### config.mk
export PLATFORM = sky130hd
export DESIGN_NAME = window_scheduler
export DESIGN_NICKNAME = d
export VERILOG_FILES = /design/src/rtl/window_scheduler.sv
export SDC_FILE = /design/constraint.sdc
export NUM_CORES = 1
export LEC_CHECK = 0
export CAP_MARGIN = 20
export CORE_MARGIN = 3
export CORE_UTILIZATION = 40
export DETAILED_ROUTE_END_ITERATION = 10
export PLACE_DENSITY = 0.59
export SLEW_MARGIN = 0
export SYNTH_ARGS = -nofsm -noshare
export SYNTH_HDL_FRONTEND = slang
export SYNTH_SLANG_ARGS = --single-unit
### constraint.sdc
create_clock -name clk -period 2.3 [get_ports clk]
set_input_delay 0.575 -clock clk [delete_from_list [all_inputs] [get_ports clk]]
set_output_delay 0.575 -clock clk [all_outputs]
set_load 0.02 [all_outputs]
### src/rtl/window_scheduler.sv
// Frame scanner for the cascade classifier: issues window origins in raster order,
// remembers in-flight origins and reports detections followed by an end-of-frame beat.
module window_scheduler #(
    parameter int IMG_WIDTH       = 45,
    parameter int IMG_HEIGHT      = 45,
    parameter int FEATURE_WIDTH   = 25,
    parameter int FEATURE_HEIGHT  = 25,
    parameter int STEP            = 1,
    parameter int MAX_OUTSTANDING = 4,
    localparam int NX      = (IMG_WIDTH - FEATURE_WIDTH) / STEP + 1,
    localparam int NY      = (IMG_HEIGHT - FEATURE_HEIGHT) / STEP + 1,
    localparam int NUM_WIN = NX * NY,
    localparam int W_X     = $clog2(IMG_WIDTH),
    localparam int W_Y     = $clog2(IMG_HEIGHT),
    localparam int W_CNT   = $clog2(NUM_WIN + 1)
) (
    input  logic             clk,
    input  logic             rst,
    input  logic             start_valid,
    output logic             start_ready,
    output logic             win_valid,
    input  logic             win_ready,
    output logic [W_X-1:0]   win_x,
    output logic [W_Y-1:0]   win_y,
    input  logic             result_valid,
    output logic             result_ready,
    input  logic             result_data,
    output logic             det_valid,
    input  logic             det_ready,
    output logic [W_X-1:0]   det_x,
    output logic [W_Y-1:0]   det_y,
    output logic             det_eot,
    output logic [W_CNT-1:0] det_count,
    output logic             busy
);

    localparam int PTR_W = (MAX_OUTSTANDING > 1) ? $clog2(MAX_OUTSTANDING) : 1;
    localparam int OCC_W = $clog2(MAX_OUTSTANDING + 1);

    localparam logic [W_X-1:0]   LAST_X   = W_X'((NX - 1) * STEP);
    localparam logic [W_Y-1:0]   LAST_Y   = W_Y'((NY - 1) * STEP);
    localparam logic [W_X-1:0]   STEP_X   = W_X'(STEP);
    localparam logic [W_Y-1:0]   STEP_Y   = W_Y'(STEP);
    localparam logic [PTR_W-1:0] LAST_PTR = PTR_W'(MAX_OUTSTANDING - 1);
    localparam logic [OCC_W-1:0] FULL_OCC = OCC_W'(MAX_OUTSTANDING);

    typedef enum logic [1:0] {IDLE, RUN, DRAIN, EOT} state_t;

    state_t           state_reg, state_next;
    logic [W_X-1:0]   x_reg;
    logic [W_Y-1:0]   y_reg;
    logic             start_ready_reg;
    logic             busy_reg;
    logic             win_valid_reg, win_valid_next;
    logic             det_valid_reg;
    logic             det_eot_reg;
    logic [W_X-1:0]   det_x_reg;
    logic [W_Y-1:0]   det_y_reg;
    logic [W_CNT-1:0] det_count_reg;

    // Origin FIFO: small register array, head read combinationally so a verdict
    // can load the detection slot in the same cycle it is accepted.
    logic [W_X-1:0]   fifo_x [MAX_OUTSTANDING];
    logic [W_Y-1:0]   fifo_y [MAX_OUTSTANDING];
    logic [PTR_W-1:0] wr_ptr_reg, rd_ptr_reg;
    logic [OCC_W-1:0] occ_reg, occ_next;
    logic [W_X-1:0]   head_x;
    logic [W_Y-1:0]   head_y;

    logic start_hs, win_hs, res_hs, det_hs;
    logic fifo_empty, det_free, hit, last_win, eot_load;

    function automatic logic [PTR_W-1:0] ptr_inc(input logic [PTR_W-1:0] p);
        return (p == LAST_PTR) ? '0 : p + 1'b1;
    endfunction

    always_comb begin
        start_hs     = start_valid & start_ready_reg;
        win_hs       = win_valid_reg & win_ready;
        det_hs       = det_valid_reg & det_ready;
        fifo_empty   = (occ_reg == '0);
        det_free     = ~det_valid_reg | det_ready;
        // A hit needs the detection slot; a miss can always retire.
        result_ready = ~fifo_empty & (~result_data | det_free);
        res_hs       = result_valid & result_ready;
        hit          = res_hs & result_data;
        last_win     = (x_reg == LAST_X) && (y_reg == LAST_Y);
        head_x       = fifo_x[rd_ptr_reg];
        head_y       = fifo_y[rd_ptr_reg];
        eot_load     = (state_reg == DRAIN) && fifo_empty && det_free;
        occ_next     = occ_reg + OCC_W'(win_hs) - OCC_W'(res_hs);

        state_next = state_reg;
        case (state_reg)
            IDLE:    if (start_hs) state_next = RUN;
            RUN:     if (win_hs && last_win) state_next = DRAIN;
            DRAIN:   if (eot_load) state_next = EOT;
            EOT:     if (det_hs) state_next = IDLE;
            default: state_next = IDLE;
        endcase

        // Occupancy comes from registers only, so a slot freed by a pop is
        // offered to the fetcher one cycle later.
        win_valid_next = (state_next == RUN) && (occ_next != FULL_OCC);
    end

    always_ff @(posedge clk) begin
        if (win_hs) begin
            fifo_x[wr_ptr_reg] <= x_reg;
            fifo_y[wr_ptr_reg] <= y_reg;
        end
    end

    always_ff @(posedge clk or posedge rst) begin
        if (rst) begin
            state_reg       <= IDLE;
            start_ready_reg <= 1'b1;
            busy_reg        <= 1'b0;
            win_valid_reg   <= 1'b0;
            x_reg           <= '0;
            y_reg           <= '0;
            wr_ptr_reg      <= '0;
            rd_ptr_reg      <= '0;
            occ_reg         <= '0;
            det_valid_reg   <= 1'b0;
            det_eot_reg     <= 1'b0;
            det_x_reg       <= '0;
            det_y_reg       <= '0;
            det_count_reg   <= '0;
        end else begin
            state_reg       <= state_next;
            start_ready_reg <= (state_next == IDLE);
            busy_reg        <= (state_next != IDLE);
            win_valid_reg   <= win_valid_next;
            occ_reg         <= occ_next;

            if (win_hs) wr_ptr_reg <= ptr_inc(wr_ptr_reg);
            if (res_hs) rd_ptr_reg <= ptr_inc(rd_ptr_reg);

            if (start_hs) begin
                x_reg <= '0;
                y_reg <= '0;
            end else if (win_hs) begin
                if (x_reg == LAST_X) begin
                    x_reg <= '0;
                    y_reg <= last_win ? '0 : y_reg + STEP_Y;
                end else begin
                    x_reg <= x_reg + STEP_X;
                end
            end

            // hit and eot_load are exclusive: one needs a non-empty FIFO, the other an empty one.
            if (hit) begin
                det_valid_reg <= 1'b1;
                det_eot_reg   <= 1'b0;
                det_x_reg     <= head_x;
                det_y_reg     <= head_y;
                det_count_reg <= det_count_reg + 1'b1;
            end else if (eot_load) begin
                det_valid_reg <= 1'b1;
                det_eot_reg   <= 1'b1;
                det_x_reg     <= '0;
                det_y_reg     <= '0;
            end else if (det_hs) begin
                det_valid_reg <= 1'b0;
                det_eot_reg   <= 1'b0;
                if (state_reg == EOT) det_count_reg <= '0;
            end
        end
    end

    assign start_ready = start_ready_reg;
    assign busy        = busy_reg;
    assign win_valid   = win_valid_reg;
    assign win_x       = x_reg;
    assign win_y       = y_reg;
    assign det_valid   = det_valid_reg;
    assign det_eot     = det_eot_reg;
    assign det_x       = det_x_reg;
    assign det_y       = det_y_reg;
    assign det_count   = det_count_reg;

endmodule

Word-level counts from Yosys, hierarchy flattened
Memories as Yosys holds them, arrays and structs flattened.
Cells that the tools add are included.

operators by class
  reductions and logical operators = 17
  bitwise operators = 11
  add/subtract/negate cells = 7
  muxes and demuxes = 27
  eq/ne operators = 10

operators by type and width
  kind                                            number
  2-to-1 mux 6 bit                                10
  2-to-1 mux 9 bit                                4
  adder 6 x 1 -> 6 bit (second input constant)    2
  == test 6 x 5 -> 1 bit (second input constant)  2
  2-to-1 mux 2 bit                                6
  nonzero test 2 bit                              6
  adder 9 x 1 -> 9 bit (second input constant)    1
  == test 2 bit (second input constant)           4
  one-hot mux 2 bit (4 select lines)              1
  bitwise AND 1 bit                               6
  2-to-1 mux 1 bit                                6
  logical AND 1 bit                               5
  adder 2 x 1 -> 2 bit (second input constant)    2
  == test 2 x 1 -> 1 bit (second input constant)  2
  zero test 2 bit                                 2
  adder 3 x 1 -> 3 bit                            1
  zero test 3 bit                                 1
  inequality test 3 bit (second input constant)   1
  NOT 1 bit                                       3
  AND reduction 3 bit                             1
  nonzero test 3 bit                              1
  subtractor 3 x 1 -> 3 bit                       1
  inequality test 2 bit (second input constant)   1
  bitwise OR 1 bit                                2
  AND reduction 2 bit                             1

storage, ports and cells
  RAM bits = 48
  memories = 2
  output and inout bits = 39
  word-level logic and storage cells = 88
  register bits = 47

memories
  memory  depth  width  rd ports  clocked after Yosys merged registers in  write ports  RTL line  RTL
  fifo_x  4      6      1         0                                        1            63        logic [W_X-1:0] fifo_x [MAX_OUTSTANDING];
  fifo_y  4      6      1         0                                        1            64        logic [W_Y-1:0] fifo_y [MAX_OUTSTANDING];

Depth between registers and ports, before layout
Gate-level depths: netlist (run 1).

  depth after elaboration = 8
  mapped depth = 11
  depth with buffers taken out = 11

Worst setup path before layout (run 1)
OpenSTA, ideal clock, no wires.

  path kind = register to register
  start point = register det_valid_reg (netlist: det_valid)
  end point = register win_valid_reg (netlist: win_valid)
  buffers on the path = 0
  clock period less this slack = 2.775 ns
  cell stages (with the launch flop) = 12
  slack = -0.475 ns
  setup time = 0.135 ns
  arrival = 2.640 ns
  data required time = 2.165 ns
  cells stage by stage = dfrtp_1 nor2b_1 a21boi_0 nand2_1 inv_1 ha_1 inv_1 ha_1 fa_1 xnor2_1 xnor2_1 a211oi_1

between the ends
  word-level cells in the longest chain between the ends = 8
  elaborated cells between the ends (all ways) = 14

ends and longest elaborated chain
  item                       RTL line  RTL
  start: declaration         55        logic det_valid_reg;
  start signal: assignment   125       det_valid_reg <= 1'b0;
  start signal: assignment   154       det_valid_reg <= 1'b1;
  start signal: assignment   160       det_valid_reg <= 1'b1;
  NOT 1 bit                  82        det_free = ~det_valid_reg | det_ready;
  bitwise OR 1 bit           82
  bitwise OR 1 bit           84        result_ready = ~fifo_empty & (~result_data | det_free);
  bitwise AND 1 bit          84
  named net result_ready     26        output logic result_ready,
  bitwise AND 1 bit          85        res_hs = result_valid & result_ready;
  subtractor 3 x 1 -> 3 bit  91        occ_next = occ_reg + OCC_W'(win_hs) - OCC_W'(res_hs);
  named net occ_next[2]      66        logic [OCC_W-1:0] occ_reg, occ_next;
  inequality test 3 bit      104       win_valid_next = (state_next == RUN) && (occ_next != FULL_OCC);
  logical AND 1 bit          104
  named net win_valid_next   54        logic win_valid_reg, win_valid_next;
  end signal: assignment     134       win_valid_reg <= win_valid_next;
  end: declaration           54

The timed path passes the listed nets, and every way through them passes these cells.
A chain may end at the register's enable or synchronous reset.

Worst setup path in the final report (run 1)
  start point = register occ_reg[0]
  end point = register win_valid_reg (netlist: win_valid)

between the ends
  word-level cells in the longest chain between the ends = 7
  elaborated cells between the ends (all ways) = 13

ends and longest elaborated chain
  item                           RTL line  RTL
  start: declaration             66
  start signal: assignment       135       occ_reg <= occ_next;
  zero test 3 bit                81        fifo_empty = (occ_reg == '0);
  NOT 1 bit                      84
  bitwise AND 1 bit              84
  bitwise AND 1 bit              85
  subtractor 3 x 1 -> 3 bit (*)  91
  named net occ_next[2]          66
  inequality test 3 bit (*)      104
  logical AND 1 bit (*)          104
  named net win_valid_next       54

The timed path passes the listed nets; every way through them passes the cells marked *.

==> results by group, run 1 <==
Power
  – PwrDens: 1150 mW/mm2
  – PnR Total Power: 0.00596 W
  – Leak Pwr: 2.04 nW
  – VDD IR max: 0.693 mV

Layout
  – Antenna Cells: 0
  – Flip-flop and latch area: 0.00262 mm2
  – Finished Core Util: 52.6%
  – Most common cell after layout, fill and taps aside: edfxtp_1
  – Layout cells sized above 1: 20.5%
  – Finished Layout Cells: 509
  – # nets final: 391
  – Most frequent cells in the layout: edfxtp_1, dfrtp_1, clkdlybuf4s50_1, buf_4, nand2_1
  – Synth-to-Final Area Change: 27.4%
  – Fillcell total: 874
  – Multi-input logic area: 0.00140 mm2

Place
  – Placed instance count: 492
  – HPWL after detailed placement: 5670 um
  – GP Congestion: 0.792
  – Port bufs: 45

Floorplan
  – Core box area: 0.00982 mm2
  – DIE AREA: 0.0114 mm2
  – Boundary pin count: 46
  – Die H: 107 um
  – Starting Density: 41.3%
  – Core Rows: 36
  – Die X: 107 um

Global routing
  – GRT Overall Usage: 15.3%
  – Met3 usage in global routing: 2.47%
  – Initial antenna violation count: 0
  – Vias in the first global route: 2559
  – First-pass GRT wire length: 13300 um
  – Grt peak-use layer: met2
  – Largest net degree at the start of global routing: 23
  – Congestion Overflow GR: 0
  – Met1 usage in global routing: 20.5%
  – Grt met2 use: 24.9%

STA
  – Slew @ Worst Pin: 0.659 ns
  – Setup TNS: -0.204 ns
  – Crit path time final: 2.50 ns
  – Final worst path period share: 109%
  – Setup violators final: 1
  – Fin Clk Skew: 0.00809 ns
  – Worst slew margin relative to its limit: 56.0%
  – WHS: 0.509 ns
  – Pins Over Slew Limit: 0
  – Fin. Hold Viols: 0
  – Max Freq: 0.399 GHz
  – RSZ-0062 raised after global routing: yes
  – Worst setup margin: -0.204 ns

Drt
  – Via count: 2631
  – DRC: 0
  – Drt wl/cell: 16.3 um
  – Vias per inst: 5.17
  – Drt first pass iters: 4
  – 1st-iter DRT viols: 102
  – Detail Route Antenna Nets: 0
  – Drt total wl: 8300 um

Outcome
  – Failing checks: negative setup slack
  – Status: finished, violations left

Clock tree
  – Clk_lat worst skew: 0.35 ns
  – TritonCTS Sinks: 95
  – CTS H-tree lvls: 3
  – CTS root buffer: clkbuf_8
  – # hold bufs at CTS: 0
  – Clock-pin slew on the worst setup and hold paths: 0.09 ns
  – CTS tree: yes
  – Clock Tree Buf Depth: 2
  – CTS buffer count: 9

Logic synthesis
  – Syn_nets: 312
  – Avg Cell Area, Syn: 13.9 um2
  – Post-synth EDFFs: 48
  – Synth Flop Type: edfxtp_1
  – #FFs+latches synth: 95
  – Cell area after synthesis: 0.00405 mm2
  – Synth top area cells: edfxtp_1, dfrtp_1, mux4_2, ha_1, a22o_1
  – Distinct cells, synth: 49
  – Post-synth top area cell: edfxtp_1
  – Register area share after synthesis: 64.6%
  – Async set-or-reset flop fraction in the synthesized netlist: 49.5%
  – Ys Warns: 0
  – Post-Syn Instances: 292
  – Top cell type's share of synthesized area: 35.6%

Setup path
  – RR Startpoint: occ_reg[0]
  – Largest fanout on the critical path: 2
  – R2r worst-path depth: 11
  – Startpoint types: register
  – Crit path kind: reg -> reg
  – R2r endpoint: win_valid
  – Critical path arrival: 2.77 ns
  – WP data required: 2.56 ns
  – Crit end category: register
  – Flop2flop setup slack: -0.20 ns

Min path
  – Worst hold stages: 1
  – Hold path start: det_y[2]
  – Worst hold path type: reg -> reg
  – Hold Path Sink: det_y[2]

Flow run
  – Max_cap viols: 0
## power breakdown
part | switching (W) | total, W | internal (W)
sequential | 0.000322 | 0.00258 | 0.00226
combinational | 0.00105 | 0.00217 | 0.00113
clock | 0.000589 | 0.00120 | 0.000615
total | 0.00196 | 0.00596 | 0.00400
## per-stage QoR
step                setup WS, ns  area [um2]
global placement          -0.439        4900
detailed placement        -0.610        4900
finish                    -0.204        5160
CTS                       -0.162        5120
global route              -0.301        5160
floorplan                 -0.106        4080
## critical path, cell delays in order (launching register included)
cell,delay [ns]
dfrtp_1,0.39
or3_4,0.39
a21boi_4,0.15
nand2_2,0.09
inv_2,0.05
ha_4,0.25
inv_2,0.04
ha_4,0.15
fa_2,0.37
xnor2_2,0.16
xnor2_2,0.15
a211oi_2,0.25
## how the worst max path moves through the flow
stage	start	endpoint	slack [ns]	cells after the start
floorplan	occ_reg[1]	win_valid	-0.11	11
global placement	det_ready	win_valid	-0.44	12
detailed placement	det_ready	win_valid	-0.61	12
CTS	occ_reg[1]	win_valid	-0.16	11
global route	occ_reg[0]	win_valid	-0.30	11
finish	occ_reg[0]	win_valid	-0.20	11
## synth_stat cells (all sizes together) (8+ instances only)
master and n:
edfxtp 48, dfrtp 46, nand2 21, inv 18
a21oi 16, o21ai 16, nand3 13, a22o 12
ha 12, mux4 12, nor2 10, and3 8
## area by class of cell
cell class | instances | share of cell area, %
Multi-Input combinational cell | 171 | 27.1
Inverter | 18 | 1.31
Clock buffer | 9 | 2.40
Tap cell | 133 | 3.22
Clock inverter | 7 | 1.82
Timing Repair Buffer | 76 | 13.4
Sequential cell | 95 | 50.7
## per-layer routing
metal	up-vias	routed length, um
met5	-	0
li1	1261	-
met1	1306	3710
met2	53	4130
met3	11	308
met4	0	145
## cell families after synthesis
kind of cell | Yosys count | share of synthesized area (%)
AND/OR/NAND/NOR | 81 | 11.0
adder cells (fa/ha/maj) | 13 | 4.20
AO/OA/AOI/OAI | 59 | 9.51
flip-flops | 95 | 64.6
XOR/XNOR | 3 | 0.648
multiplexers | 15 | 7.47
buffers and inverters | 26 | 2.53
## what timing repair did
| item | 4_1_cts | 5_1_grt |
|---|---|---|
| pin swaps | 0 | 7 |
| setup buffers | 0 | 1 |
| endpoints found under the setup margin | 2 | 2 |
| resized for setup | 3 | 7 |
(Power assumes the default switching activity.)
==> inputs of run 2 (changes only) <==
--- a/config.mk
+++ b/config.mk
@@ -10,6 +10,7 @@
 export CORE_UTILIZATION = 40
 export DETAILED_ROUTE_END_ITERATION = 10
 export PLACE_DENSITY = 0.59
+export SETUP_SLACK_MARGIN = 0.5
 export SLEW_MARGIN = 0
 export SYNTH_ARGS = -nofsm -noshare
 export SYNTH_HDL_FRONTEND = slang
==> run 2 against run 1 <==
  * The run still ends with negative setup slack left
  * Critical path depth unchanged
  * Clock skew increased by 0.0039 ns
  * Routed wire length increased by 2.6%
  * Utilization increased by 1.4 points
  * Combinational power increased by 2%
  * Non-clock buffer count increased by 10
  * Die area unchanged
  * Register-to-register slack improved by 0.09 ns
  * Sequential share of layout area decreased by 1.1 points
  * Worst setup slack improved by 0.092 ns
  * Critical path type unchanged
  * Critical endpoint unchanged
==> results by group, run 2 (synthesis gave the netlist of run 1 again) <==
Outcome
  – Status: finished, violations left (unchanged)
  – Failing checks: negative setup slack (unchanged)

Clock tree
  – TritonCTS Sinks: 95 (unchanged)
  – CTS buffer count: 9 (unchanged)
  – Clock Tree Buf Depth: 2 (unchanged)
  – CTS H-tree lvls: 3 (unchanged)
  – Clk_lat worst skew: 0.34 ns (was 0.35 ns)
  – Clock-pin slew on the worst setup and hold paths: 0.09 ns (about the same)
  – CTS root buffer: clkbuf_8 (unchanged)
  – CTS tree: yes (unchanged)

Layout
  – Layout cells sized above 1: 28.2% (was 20.5%)
  – Synth-to-Final Area Change: 30.9% (was 27.4%)
  – Most common cell after layout, fill and taps aside: edfxtp_1 (unchanged)
  – Antenna Cells: 0 (unchanged)
  – Finished Core Util: 54.0% (was 52.6%)
  – Most frequent cells in the layout: edfxtp_1, buf_4, dfrtp_1, dlygate4sd2_1, nand2_1 (was edfxtp_1, dfrtp_1, clkdlybuf4s50_1, buf_4, nand2_1)
  – # nets final: 401 (was 391)

STA
  – Fin. Hold Viols: 0 (unchanged)
  – Worst slew margin relative to its limit: 60.4% (was 56.0%)
  – Worst setup margin: -0.112 ns (was -0.204 ns)
  – Max Freq: 0.415 GHz (was 0.399 GHz)
  – Crit path time final: 2.41 ns (was 2.50 ns)
  – Setup violators final: 2 (was 1)
  – Final worst path period share: 105% (was 109%)
  – Fin Clk Skew: 0.0120 ns (was 0.00809 ns)
  – Slew @ Worst Pin: 0.593 ns (was 0.659 ns)
  – RSZ-0062 raised after global routing: yes (unchanged)
  – Pins Over Slew Limit: 0 (unchanged)

Floorplan
  – Die X: 107 um (unchanged)
  – Boundary pin count: 46 (unchanged)
  – Core box area: 0.00982 mm2 (unchanged)
  – Die H: 107 um (unchanged)
  – DIE AREA: 0.0114 mm2 (unchanged)
  – Starting Density: 41.3% (unchanged)
  – Core Rows: 36 (unchanged)

Setup path
  – Crit end category: register (unchanged)
  – Critical path arrival: 2.67 ns (was 2.77 ns)
  – Crit path kind: reg -> reg (unchanged)
  – Startpoint types: register (unchanged)
  – Crit-path max cell delay: 0.39 ns (about the same)
  – WP data required: 2.56 ns (about the same)
  – Crit path cell chain: or3_4 -> a21boi_4 -> nand2_2 -> inv_2 -> ha_4 -> inv_2 -> ha_4 -> fa_2 -> xnor2_2 -> xnor2_1 -> a211oi_1 (was or3_4 -> a21boi_4 -> nand2_2 -> inv_2 -> ha_4 -> inv_2 -> ha_4 -> fa_2 -> xnor2_2 -> xnor2_2 -> a211oi_2)
  – Largest fanout on the critical path: 2 (unchanged)
  – Slowest-stage cell, CP: dfrtp_1 (unchanged)

Drt
  – DR WL met2: 4250 um (was 4130 um)
  – Vias per inst: 5.14 (was 5.17)
  – Drt first pass iters: 4 (unchanged)
  – Highest routed layer: met4 (unchanged)
  – Drt total wl: 8510 um (was 8300 um)
  – DRC: 0 (unchanged)
  – Met1 WL: 3950 um (was 3710 um)
  – Met3 WL: 258 um (was 308 um)
  – Detail Route Antenna Nets: 0 (unchanged)
  – Via count: 2667 (was 2631)
  – 1st-iter DRT viols: 94 (was 102)
  – Drt wl/cell: 16.4 um (was 16.3 um)

Power
  – Combinational share of power: 37.4% (was 36.5%)
  – Reg power frac: 42.8% (was 43.3%)
  – VDD IR max: 0.586 mV (was 0.693 mV)
  – Sw Ratio: 33.0% (was 32.9%)
  – Leak Pwr: 2.22 nW (was 2.04 nW)
  – Sw power: 0.00196 W (about the same)
  – PwrDens: 1120 mW/mm2 (was 1150 mW/mm2)
  – Clock network power share: 19.7% (was 20.2%)
  – Int Pwr: 0.00397 W (was 0.00400 W)

Global routing
  – Vias in the first global route: 2610 (was 2559)
  – Congestion Overflow GR: 0 (unchanged)
  – Largest net degree at the start of global routing: 48 (was 23)
  – First-pass GRT wire length: 13800 um (was 13300 um)
  – Initial antenna violation count: 0 (unchanged)
  – GRT Overall Usage: 15.6% (was 15.3%)

Min path
  – Worst hold path type: reg -> reg (unchanged)

Place
  – GP Congestion: 0.777 (was 0.792)
  – Port bufs: 45 (unchanged)
  – Setup WS pre-CTS: -0.555 ns (was -0.610 ns)
  – HPWL after detailed placement: 5510 um (was 5670 um)

Flow run
  – Max_cap viols: 0 (unchanged)
[run 2: changes by cell type in the layout (fill, tap and decap cells not counted), sizes merged]
cell,delta
dlygate4sd2,+31
buf,+9
bufbuf,+1
clkdlybuf4s50,-40
inv,-1
clkdlybuf4s15,+5
clkbuf,+4
dlymetal6s2s,+1
[run 2: worst max-delay path: cells and delay by family (launching register included)]
family	cells	cell delay, ns
compound gates	2	0.36
buf+inv	2	0.09
fa+ha+maj	3	0.73
simple gates	2	0.46
xor+xnor	2	0.29
flops	1	0.39
[run 2: area by class of cell]
class	count	area (um2)
fillers	884	4520
clock buffers	10	128
repair buffers	86	758
multi-input cells	171	1470
inverters	18	67.6
well taps	133	166
clock inverters	6	83.8
flip-flops and latches	95	2630
[run 2: worst paths after layout]
check                      startpoint      endpoint  slack, ns  cells after the start
min reg2reg                  det_x[5]      det_x[5]       0.50                      1
max in group asynchronous         rst   start_ready       1.43                      3
max                        occ_reg[0]     win_valid      -0.11                     11
min                          det_x[5]      det_x[5]       0.50                      1
min in group asynchronous         rst  det_count[7]       0.58                      3
max reg2reg                occ_reg[0]     win_valid      -0.11                     11
[run 2: through the flow]
step / hold WS (ns) / cell area [um2] / instances / setup TNS (ns) / total power (W)
after floorplan: 0.523 / 4080 / 292 / -0.0869 / 0.00381
after global placement: 0.491 / 4910 / 491 / -1.04 / 0.00467
after detailed placement: 0.494 / 4910 / 491 / -1.43 / 0.00472
after CTS: 0.509 / 5230 / 513 / -0.246 / 0.00594
after global routing: 0.540 / 5300 / 519 / -0.326 / 0.00629
final: 0.498 / 5300 / 519 / -0.156 / 0.00593
[run 2: metal layers]
metal / global-route usage [%] / vias to the layer above
met5: 0 / -
met1: 21.8 / 1341
met3: 3.19 / 4
li1: - / 1281
met2: 25.1 / 41
met4: 4.11 / 0
[run 2: power by group through the flow]
| stage | clock, W | sequential (W) | combinational, W |
|---|---|---|---|
| 3_5_place_dp | 0 | 0.00262 | 0.00210 |
| 6_report | 0.00117 | 0.00254 | 0.00222 |
| 3_3_place_gp | 0 | 0.00260 | 0.00207 |
| 4_1_cts | 0.00120 | 0.00255 | 0.00219 |
| 5_1_grt | 0.00127 | 0.00260 | 0.00241 |
| 2_1_floorplan | 0 | 0.00277 | 0.00104 |
[run 2: timing repair]
item                                    CTS  global route
endpoints found under the setup margin   51            32
hold endpoints to repair                  0             0
buffers inserted                          5             6
resized for setup                        67            16
pin swaps                                10             7
gates cloned                              1             0
hold buffers                              0             0
==> inputs of run 3 (changes only) <==
--- a/config.mk
+++ b/config.mk
@@ -7,9 +7,9 @@
 export LEC_CHECK = 0
 export CAP_MARGIN = 20
 export CORE_MARGIN = 3
-export CORE_UTILIZATION = 40
+export CORE_UTILIZATION = 50
 export DETAILED_ROUTE_END_ITERATION = 10
-export PLACE_DENSITY = 0.59
+export PLACE_DENSITY = 0.72
 export SETUP_SLACK_MARGIN = 0.5
 export SLEW_MARGIN = 0
 export SYNTH_ARGS = -nofsm -noshare
==> run 3 against run 2 <==
  * The flow still finishes with violations (negative setup slack)
  * First-iteration DRC count is 65% higher
  * Design area is 1.4% lower
  * Utilization is 13 points higher
  * Routed wire length is 3.0% lower
  * Sequential power hardly changed
  * Cell count is 4.8% lower
  * Via count is 2.1% higher
  * Global-route usage is 3.2 points higher
  * Critical path depth stayed put
  * Combinational power is 2% higher
  * Power is 2.3% lower
  * Clock-buffer cell count is 2 higher
  * Critical path type unchanged
  * Largest cell class unchanged
  * Highest routed layer unchanged
==> results by group, run 3 (synthesis gave the netlist of run 1 again) <==
Setup path
  – Critical path arrival: 2.65 ns (was 2.67 ns)
  – RR Startpoint: occ_reg[1] (was occ_reg[0])
  – R2r worst-path depth: 11 (unchanged)
  – Crit path kind: reg -> reg (unchanged)
  – Largest fanout on the critical path: 2 (unchanged)
  – Startpoint types: register (unchanged)
  – Crit. Startpoint: occ_reg[1] (was occ_reg[0])
  – Worst Setup EP: win_valid (unchanged)
  – Flop2flop setup slack: -0.09 ns (was -0.11 ns)
  – Crit end category: register (unchanged)
  – WP data required: 2.56 ns (about the same)
  – R2r endpoint: win_valid (unchanged)

STA
  – Worst slew margin relative to its limit: 58.6% (was 60.4%)
  – Fin. Hold Viols: 0 (unchanged)
  – RSZ-0062 raised after global routing: yes (unchanged)
  – Crit path time final: 2.39 ns (was 2.41 ns)
  – Setup violators final: 1 (was 2)
  – Slew @ Worst Pin: 0.621 ns (was 0.593 ns)
  – WHS: 0.485 ns (was 0.498 ns)
  – Max Freq: 0.418 GHz (was 0.415 GHz)
  – Pins Over Slew Limit: 0 (unchanged)
  – Final worst path period share: 104% (was 105%)
  – Worst setup margin: -0.0918 ns (was -0.112 ns)
  – Fin Clk Skew: 0.0128 ns (was 0.0120 ns)

Drt
  – Drt total wl: 8260 um (was 8510 um)
  – Met1 WL: 3690 um (was 3950 um)
  – DR WL met2: 4200 um (was 4250 um)
  – Met3 WL: 302 um (was 258 um)
  – Highest routed layer: met4 (unchanged)
  – DRC: 0 (unchanged)
  – Drt wl/cell: 16.7 um (was 16.4 um)
  – 1st-iter DRT viols: 155 (was 94)
  – Drt first pass iters: 4 (unchanged)
  – Detail Route Antenna Nets: 0 (unchanged)
  – Vias per inst: 5.51 (was 5.14)
  – Via count: 2723 (was 2667)

Floorplan
  – Core box area: 0.00781 mm2 (was 0.00982 mm2)
  – DIE AREA: 0.00922 mm2 (was 0.0114 mm2)
  – Core Rows: 32 (was 36)
  – Die X: 96.0 um (was 107 um)
  – Boundary pin count: 46 (unchanged)
  – Starting Density: 51.9% (was 41.3%)
  – Die H: 96.0 um (was 107 um)

Layout
  – Fillcell total: 586 (was 884)
  – # nets final: 407 (was 401)
  – Most frequent cells in the layout: edfxtp_1, buf_4, dlygate4sd2_1, dfrtp_1, nand2_1 (was edfxtp_1, buf_4, dfrtp_1, dlygate4sd2_1, nand2_1)
  – Most common cell after layout, fill and taps aside: edfxtp_1 (unchanged)
  – Layout cells sized above 1: 29.6% (was 28.2%)
  – Synth-to-Final Area Change: 29.1% (was 30.9%)
  – Antenna Cells: 0 (unchanged)

Min path
  – Worst hold path type: in -> async (was reg -> reg)

Flow run
  – Max_cap viols: 0 (unchanged)

Place
  – Port bufs: 45 (unchanged)
  – GP Congestion: 0.800 (was 0.777)
  – Setup WS pre-CTS: -0.513 ns (was -0.555 ns)
  – HPWL after detailed placement: 5450 um (was 5510 um)

Outcome
  – Failing checks: negative setup slack (unchanged)
  – Status: finished, violations left (unchanged)

Clock tree
  – Clk_lat worst skew: 0.35 ns (was 0.34 ns)
  – Clock Tree Buf Depth: 2 (unchanged)
  – CTS root buffer: clkbuf_8 (unchanged)
  – Clock-pin slew on the worst setup and hold paths: 0.09 ns (about the same)
  – CTS tree: yes (unchanged)
  – TritonCTS Sinks: 95 (unchanged)
  – CTS H-tree lvls: 3 (unchanged)
  – CTS buffer count: 9 (unchanged)

Global routing
  – Largest net degree at the start of global routing: 37 (was 48)
  – Congestion Overflow GR: 0 (unchanged)
  – Vias in the first global route: 2510 (was 2610)
  – GRT Overall Usage: 18.8% (was 15.6%)
  – First-pass GRT wire length: 12900 um (was 13800 um)
  – Initial antenna violation count: 0 (unchanged)

Power
  – PwrDens: 1110 mW/mm2 (was 1120 mW/mm2)
  – VDD IR max: 0.619 mV (was 0.586 mV)
  – Leak Pwr: 2.22 nW (about the same)
==> run 3: critical path, stage by stage, from the launching register on <==
cell,delay (ns)
dfrtp_1,0.38
or3_4,0.39
a21boi_4,0.15
nand2_2,0.07
inv_2,0.05
ha_4,0.26
inv_2,0.04
ha_4,0.14
fa_2,0.35
xnor2_2,0.16
xnor2_2,0.15
a211oi_2,0.18
==> run 3: final cells by class <==
type	count	area, um2	share of cell area [%]
timing repair buffer	92	771	14.7
tap	102	128	2.44
clock buffer	12	145	2.77
multi-input combinational	171	1460	27.9
clock inverter	4	30.0	0.574
sequential	95	2630	50.3
inverter	18	67.6	1.29
==> run 3: timing repair <==
action                     4_1_cts  5_1_grt
setup endpoints to repair       53       26
hold buffers                     0        0
gates cloned                     0        1
buffers inserted                 6       11
gates resized for setup         62       17
pin swaps                        1        4
==> run 3: how the worst min path moves through the flow <==
stage / startpoint / end / slack [ns] / cells after the start
2_1_floorplan: state_reg[1] / state_reg[1] / 0.52 / 1
3_3_place_gp: det_x[5] / det_x[5] / 0.49 / 1
3_5_place_dp: det_x[1] / det_x[1] / 0.49 / 1
4_1_cts: rst / det_x[0] / 0.48 / 2
5_1_grt: rst / det_y[0] / 0.49 / 2
6_report: rst / det_x[0] / 0.48 / 2
==> run 3: power breakdown <==
part	switching, W	total (W)	internal, W
Clock	0.000557	0.000985	0.000428
Sequential	0.000276	0.00254	0.00227
Combinational	0.00115	0.00226	0.00111
==> run 3: routing by layer <==
| layer | GRT usage [%] | up-vias |
|---|---|---|
| met2 | 30.4 | 59 |
| li1 | - | 1287 |
| met5 | 0 | - |
| met4 | 6.28 | 0 |
| met1 | 25.7 | 1370 |
| met3 | 3.60 | 7 |
==> run 3: per-stage QoR <==
stage                     TNS (ns)  std cells  instance area [um2]  util (%)  power [W]
final                      -0.0918        494                 5230      67.0    0.00579
after global routing        -0.216        494                 5230      67.0    0.00613
after CTS                   -0.125        482                 5090      65.2    0.00566
after detailed placement     -1.39        460                 4860      62.2    0.00470
after global placement       -1.04        460                 4860      62.2    0.00463
after floorplan            -0.0869        292                 4080         -    0.00381
